==> config.mk <==
export PLATFORM = sky130hd
export DESIGN_NAME = dct4_row_gather
export DESIGN_NICKNAME = d
export VERILOG_FILES = /design/src/rtl/dct4_row_gather.sv
export SDC_FILE = /design/constraint.sdc
export NUM_CORES = 1
export LEC_CHECK = 0
export ABC_CLOCK_PERIOD_IN_PS = 4200
export CAP_MARGIN = 40
export CORE_MARGIN = 3
export CORE_UTILIZATION = 57
export DETAILED_ROUTE_END_ITERATION = 10
export GPL_ROUTABILITY_DRIVEN = 0
export HOLD_SLACK_MARGIN = 0.08
export PLACE_DENSITY = 0.86
export SLEW_MARGIN = 5
export SYNTH_ARGS = -nofsm -noshare
export SYNTH_HDL_FRONTEND = slang
export SYNTH_HIERARCHICAL = 1
export SYNTH_SLANG_ARGS = --single-unit
==> constraint.sdc <==
create_clock -name clk -period 4.2 [get_ports clk]
set_clock_uncertainty 0.2 [all_clocks]
set_input_delay 0.42 -clock clk [delete_from_list [all_inputs] [get_ports clk]]
set_output_delay 0.42 -clock clk [all_outputs]
set_load 0.1 [all_outputs]
==> src/rtl/dct4_row_gather.sv <==
// -----------------------------------------------------------------------------
// dct4_row_gather
//   Upstream stage of the 4-point CMVM DCT. Packs each group of four serial
//   samples into one row and presents it in parallel on dct_in_0..3. Two row
//   banks work ping-pong so one row can be held for the consumer while the next
//   one fills, sustaining one sample per clock.
//
//   Optional build macro: DCT4_ROW_GATHER_LEVEL_SHIFT_EN
//     When defined, s_data[7:0] is an unsigned pixel and the stored sample is
//     pixel-128 sign-extended to IN_W (s_data[IN_W-1:8] ignored, IN_W >= 9).
//
// Ports
//   clk, rst_n          clock, asynchronous active-low reset
//   s_valid/s_ready     input sample handshake
//   s_data [IN_W]       input sample (signed)
//   s_last              final sample of a row
//   m_valid/m_ready     row handshake toward dct4_cmvm
//   dct_in_0..3 [IN_W]  row samples, lane 0 = first beat
//   err_frame           sticky framing error
//   row_count [16]      rows delivered, wraps
// -----------------------------------------------------------------------------

// One row lane: holds this lane's sample for both banks plus the output
// register that feeds dct_in_k. The output register is loaded only when a new
// row becomes visible, so the lane holds the last delivered value otherwise.
module dct4_row_gather_lane #(
   parameter int IN_W = 10
) (
   input  logic            clk,
   input  logic            rst_n,
   input  logic            wr_en,
   input  logic            wr_bank,
   input  logic [IN_W-1:0] wr_data,
   input  logic            ld_en,
   input  logic            ld_bank,
   output logic [IN_W-1:0] q
);

   logic [1:0][IN_W-1:0] bank;
   logic                 bypass;

   // The row being loaded may be completing on this very edge; the lane
   // written this cycle must come straight from the input.
   assign bypass = wr_en && (wr_bank == ld_bank);

   always_ff @(posedge clk or negedge rst_n) begin
      if (!rst_n) begin
         bank <= '0;
         q    <= '0;
      end else begin
         if (wr_en) bank[wr_bank] <= wr_data;
         if (ld_en) q <= bypass ? wr_data : bank[ld_bank];
      end
   end

endmodule

module dct4_row_gather #(
   parameter int IN_W = 10
) (
   input  logic            clk,
   input  logic            rst_n,
   input  logic            s_valid,
   output logic            s_ready,
   input  logic [IN_W-1:0] s_data,
   input  logic            s_last,
   output logic            m_valid,
   input  logic            m_ready,
   output logic [IN_W-1:0] dct_in_0,
   output logic [IN_W-1:0] dct_in_1,
   output logic [IN_W-1:0] dct_in_2,
   output logic [IN_W-1:0] dct_in_3,
   output logic            err_frame,
   output logic [15:0]     row_count
);

   localparam int LANES = 4;

   logic [1:0]                  bank_vld;
   logic                        wr_ptr;
   logic                        rd_ptr;
   logic [1:0]                  idx;
   logic [IN_W-1:0]             wr_data;
   logic [LANES-1:0][IN_W-1:0]  lane_q;

   logic in_fire, out_fire, last_lane, row_done, drop_row, frame_bad;
   logic other_vld, ld_en, ld_bank;

   // Input side only looks at bank occupancy, never at s_valid.
   assign s_ready   = rst_n & ~(&bank_vld);
   assign m_valid   = bank_vld[rd_ptr];

   assign in_fire   = s_valid & s_ready;
   assign out_fire  = m_valid & m_ready;
   assign last_lane = (idx == 2'd3);
   assign row_done  = in_fire & last_lane;
   assign drop_row  = in_fire & s_last & ~last_lane;
   assign frame_bad = in_fire & (s_last != last_lane);
   assign other_vld = bank_vld[~rd_ptr];

   // Output register load: either the queued bank slides in after a transfer,
   // or a row completing right now becomes the visible one (nothing visible,
   // or the visible row is leaving this cycle). With a row queued the input
   // is stalled, so the two cases never coincide.
   assign ld_en   = (out_fire & other_vld) | (row_done & (out_fire | ~m_valid));
   assign ld_bank = (out_fire & other_vld) ? ~rd_ptr : wr_ptr;

`ifdef DCT4_ROW_GATHER_LEVEL_SHIFT_EN
   // pixel-128 equals the pixel with its MSB inverted read as signed 8-bit.
   logic unused_hi;
   assign unused_hi = ^s_data[IN_W-1:8];
   assign wr_data   = {{(IN_W-7){~s_data[7]}}, s_data[6:0]};
`else
   assign wr_data   = s_data;
`endif

   genvar k;
   generate
      for (k = 0; k < LANES; k++) begin : g_lane
         dct4_row_gather_lane #(.IN_W(IN_W)) u_lane (
            .clk     (clk),
            .rst_n   (rst_n),
            .wr_en   (in_fire && (idx == 2'(k))),
            .wr_bank (wr_ptr),
            .wr_data (wr_data),
            .ld_en   (ld_en),
            .ld_bank (ld_bank),
            .q       (lane_q[k])
         );
      end
   endgenerate

   assign dct_in_0 = lane_q[0];
   assign dct_in_1 = lane_q[1];
   assign dct_in_2 = lane_q[2];
   assign dct_in_3 = lane_q[3];

   always_ff @(posedge clk or negedge rst_n) begin
      if (!rst_n) begin
         bank_vld  <= '0;
         wr_ptr    <= 1'b0;
         rd_ptr    <= 1'b0;
         idx       <= '0;
         err_frame <= 1'b0;
         row_count <= '0;
      end else begin
         // With one bank valid the write bank is the other one, so a transfer
         // and a completion in the same cycle touch different banks.
         if (out_fire) begin
            bank_vld[rd_ptr] <= 1'b0;
            rd_ptr           <= ~rd_ptr;
            row_count        <= row_count + 16'd1;
         end
         if (row_done) begin
            bank_vld[wr_ptr] <= 1'b1;
            wr_ptr           <= ~wr_ptr;
         end
         if (in_fire) idx <= (last_lane || drop_row) ? 2'd0 : idx + 2'd1;
         if (frame_bad) err_frame <= 1'b1;
      end
   end

endmodule

### Yosys cells after proc, flatten, opt, wreduce, memory -nomap -nowiden

Index checks and enable logic that the tools add are counted.
Widths: inputs -> output; s select.

* register bits: 143
* bits of input ports: 15
* word-level logic and storage cells: 93
* memories kept: 0
* latch bits: 0
* ROM bits: 0
* bits in writable memories: 0

* eq/ne operators: 5
* reductions and logical operators: 13
* bitwise logic cells: 19
* muxes and demuxes: 30
* $mul: 0
* $lt $le $gt $ge: 6
* add/subtract/negate cells: 2
* shift operators: 0
* divide/modulo/power cells: 0

Operators with widths (number)
* $mux 10: 13
* $bwmux 20: 4
* $add 16x1->16 const B: 1
* $demux 10 s1: 1
* $logic_and 1x1->1: 10
* $and 1x1->1: 9
* $lt 1x2->1 const B: 4
* $mux 1: 7
* $mux 2: 3
* $not 1->1: 5
* $eq 2x2->1 const B: 2
* $add 2x1->2 const B: 1
* $and 2x2->2: 1
* $demux 1 s1: 2
* $eq 2x1->1 const B: 1
* $ge 1x1->1 const B: 2
* $logic_not 2->1: 1
* $not 2->2: 1
* $or 1x1->1: 2
* $or 2x2->2: 1
* $reduce_and 2->1: 1
* $eq 1x1->1: 1
* $logic_or 1x1->1: 1
* $ne 1x1->1: 1

### Depth between registers and ports, before layout

* word-level depth: 9
* gate-level depth with buffers: 9

### Hierarchy

Netlist, hierarchy kept.

By module, submodules not included
* dct4_row_gather_lane: area an instance 1411.4 um^2, instances 4, cells an instance 121
* dct4_row_gather: area an instance 1106.1 um^2, instances 1, cells an instance 101

### Least setup slack after synthesis

Ideal clock, no wire load.

* path kind: input -> register
* from: input m_ready
* to: register g_lane[0].u_lane.q[0]
* required time: 3.865 ns
* arrival: 2.590 ns
* stages on the path: 5
* slack: 1.275 ns
* cell sequence: nand3_1 > o21ai_0 > xnor2_1 > a221oi_1 > o22ai_1

* longest elaborated chain between the ends: 6

RTL lines
* from (decl): RTL line 68 `input logic m_ready,`
* $and 1x1->1 *: RTL line 94 `assign out_fire = m_valid & m_ready;`
* $and 1x1->1 *: RTL line 106 `assign ld_bank = (out_fire & other_vld) ? ~rd_ptr : wr_ptr;`
* $mux 1 *: RTL line 106
* named net ld_bank: RTL line 87 `logic other_vld, ld_en, ld_bank;`
* $mux 10 (implied by the code) / $eq 1x1->1 (equally long branches): RTL line 52, 44
* $mux 10 (implied by the code) / $logic_and 1x1->1 (equally long branches): RTL line 52, 44
* $mux 10 *: RTL line 52 `if (ld_en) q <= bypass ? wr_data : bank[ld_bank];`
* to (signal assigned): RTL line 52
* to (decl): RTL line 36 `output logic [IN_W-1:0] q`

The timed path passes the listed nets; every way through them passes the cells marked *. The select of a mux whose other input is x is not followed.
A chain may end at the register's enable or synchronous reset.

### Worst setup path in the final report

* from: input rst_n
* to: register g_lane[2].u_lane/bank[9] in the netlist's numbering

* longest elaborated chain between the ends: 3

RTL lines
* from (decl): RTL line 62 `input logic rst_n,`
* $and 1x1->1: RTL line 90 `assign s_ready = rst_n & ~(&bank_vld);`
* $and 1x1->1: RTL line 93 `assign in_fire = s_valid & s_ready;`
* $logic_and 1x1->1: RTL line 123 `.wr_en (in_fire && (idx == 2'(k))),`
* to (signal, indexed assignment): RTL line 51 `if (wr_en) bank[wr_bank] <= wr_data;`
* to (decl): RTL line 39 `logic [1:0][IN_W-1:0] bank;`

Every way passes these cells.

==> impl_metrics.toml <==
[detailed_routing]
first_pass_iters = 5
avgViaCountPerCell = 6.13
drt_iter0_markers = 631
final_antenna_net_count = 0
num_vias = 5323
drt_wl_total_um = 17400
drc = 0
wl_per_cell_um = 20.0

[timing]
worst_pin_slew_ns = 0.966
rsz0062_at_grt = "no"
setup_tns_ns = 0
max_slew_margin_pct = 35.2
max_freq_mhz = 313
hold_ws_ns = 0.266
maxSlewViolCount = 0
hold_viol_final = 0
period_needed_ns = 3.19
timing.final.crit_share_pct = 76.0
setup_viol_count_final = 0

[critical_path]
slowest_stage = "and2_1"
cp.arrival_ns = 3.29
cp_max_fo = 39
slowest_delay_ns = 0.74
worstPathRequired_ns = 4.30
endpoint_kind = "flop"
crit_type = "in2reg"
crit_chain = "dlygate4sd3_1 -> buf_6 -> and3_1 -> and2_1 -> and2b_2 -> mux2_2"
crit_family = "simple AND/OR/NAND/NOR gates"
startpoint_type = "input pin"
cp_num_buf_inv = 2

[clocking]
clkLatencyLatePin_ns = 0.42
h-tree-depth = 4
cts_sinks = 143
cts.clk_slew.worst_paths_ns = 0.06
cts_buffers = 17
hold_buffers = 1
clockBufferDepth = 2
root_buffer = "clkbuf_16"
cts_tree = "yes"
cts.repair.resized = 0
post-cts-setup-buffers = 0

[power]
ir_drop_uv = 581
power_density_mw_per_mm2 = 838
leakage_nw = 3.92

[synthesis]
synth.area.top_cells = "dfrtp_1 53%, mux2_2 14%, a221oi_1 5.2%"
synth_top_area_share_pct = 53.0
async_flop_share_pct = 100
yosysMostFrequentCell = "dfrtp_1"
synth_common_cells = "143 x dfrtp_1, 81 x mux2_2, 46 x inv_1"
synthCells = 585
synth_top_flop_cell = "dfrtp_1"
avgSynthCellArea_um2 = 11.5
ys_seq_elements = 143
ys_seq_area_share_pct = 53.0
ys_types = 35
synth_edf_count = 0
synth_top_cell_by_area = "dfrtp_1"
synth_nets = 605
ys_warn_count = 6
netlist_area_mm2 = 0.00675

[global_route]
grt_pass1_wl_um = 28400
grt_max_degree = 81
antenna_found_initial = 0
overflow = 0
grt_pass1_vias = 5487
track_usage_pct = 27.7

[die]
core_mm2 = 0.0115
rows = 39
die_h_um = 115
die_area_mm2 = 0.0132
die_x_um = 115
ios = 74
start_util_pct = 58.6

[final_layout]
antenna_cells = 0
nNetsFinal = 733
layout-drive-gt1-share_pct = 26.2
instances_no_fill = 869
syn_to_final_growth_pct = 35.0

[outcome]
outcome = "finished, final reports clean"

[placed_design]
placedCellCount = 836
numPortBuffers = 73
place_hpwl_um = 10600

[flow_run]
cap_violations = 0

[min_path]
hp-class = "reg2reg"
[layout make-up]
| cell class | instances | area, µm² |
|---|---|---|
| Inverter | 46 | 173 |
| Tap cell | 143 | 179 |
| Clock inverter | 14 | 193 |
| Fill cell | 630 | 2400 |
| Clock buffer | 18 | 429 |
| Timing Repair Buffer | 138 | 1670 |
| Multi-Input combinational cell | 367 | 2900 |
| Sequential cell | 143 | 3580 |
[layout by cell type, fill, tap and decap left out, drive strengths merged, types with 2 or more instances in the layout]
cell and count:
nor2b 16, xor2 11, o21ai 45, and3 2, ha 5, clkinv 7
and2b 28, nand3 10, buf 66, clkdlybuf4s50 71, inv 46, nand2b 28
o22ai 40, and2 4, nor2 4, xnor2 14, bufinv 4, nand4 3
clkinvlp 3, nand2 12, mux2 81, nor4 3, dfrtp 143, clkbuf 18
a221oi 40, or2b 12
[worst paths after layout]
path                                   from  cells past startpoint                   endpoint  slack, ns
worst max-delay path                  rst_n                      6   g_lane[2].u_lane/bank[9]       1.01
worst min-delay path              err_frame                      1                  err_frame       0.27
worst max register to register  bank_vld[0]                      6      g_lane[1].u_lane/q[7]       1.39
worst min register to register    err_frame                      1                  err_frame       0.27
max in group asynchronous             rst_n                      3  g_lane[3].u_lane/bank[10]       2.47
min in group asynchronous             rst_n                      2      g_lane[3].u_lane/q[8]       0.28
[sequential cells by signal, summed over array words and instances (netlist names)]
register	flops
err_frame	1
wr_ptr	1
idx	2
row_count	16
g_lane.u_lane/bank	80
rd_ptr	1
g_lane.u_lane/q	40
bank_vld	2
[metal layers]
layer | routed length (µm) | track usage, %
met3 | 1140 | 6.89
met5 | 0 | 0
met2 | 8950 | 46.5
met4 | 564 | 13.4
met1 | 6730 | 33.6
[power breakdown]
group	switching, mW	total, mW	leakage [nW]	internal, mW
clock network	0.587	1.58	0.296	0.993
registers	0.344	2.26	1.84	1.92
logic	2.32	3.80	1.78	1.48
[kinds of logic after synthesis]
logic type      Yosys count  share of synthesized area (%)
compound gates          130                           12.8
buf+inv                  75                           4.32
xor+xnor                 25                           3.24
flops                   143                           53.0
mux                      82                           13.7
fa+ha+maj                 5                          0.927
simple gates            125                           12.1
[per-stage QoR]
step	instance area [µm²]	power, mW	utilization, %	worst slack, ns
2_1_floorplan	6750	4.62	-	1.28
3_5_place_dp	8490	5.99	73.7	0.962
5_1_grt	9120	7.96	79.2	0.855
3_3_place_gp	7610	5.28	66.1	1.04
4_1_cts	9120	7.65	79.2	1.04
6_report	9120	7.64	79.2	1.01
Note: power is estimated with default switching activity, not from simulation.
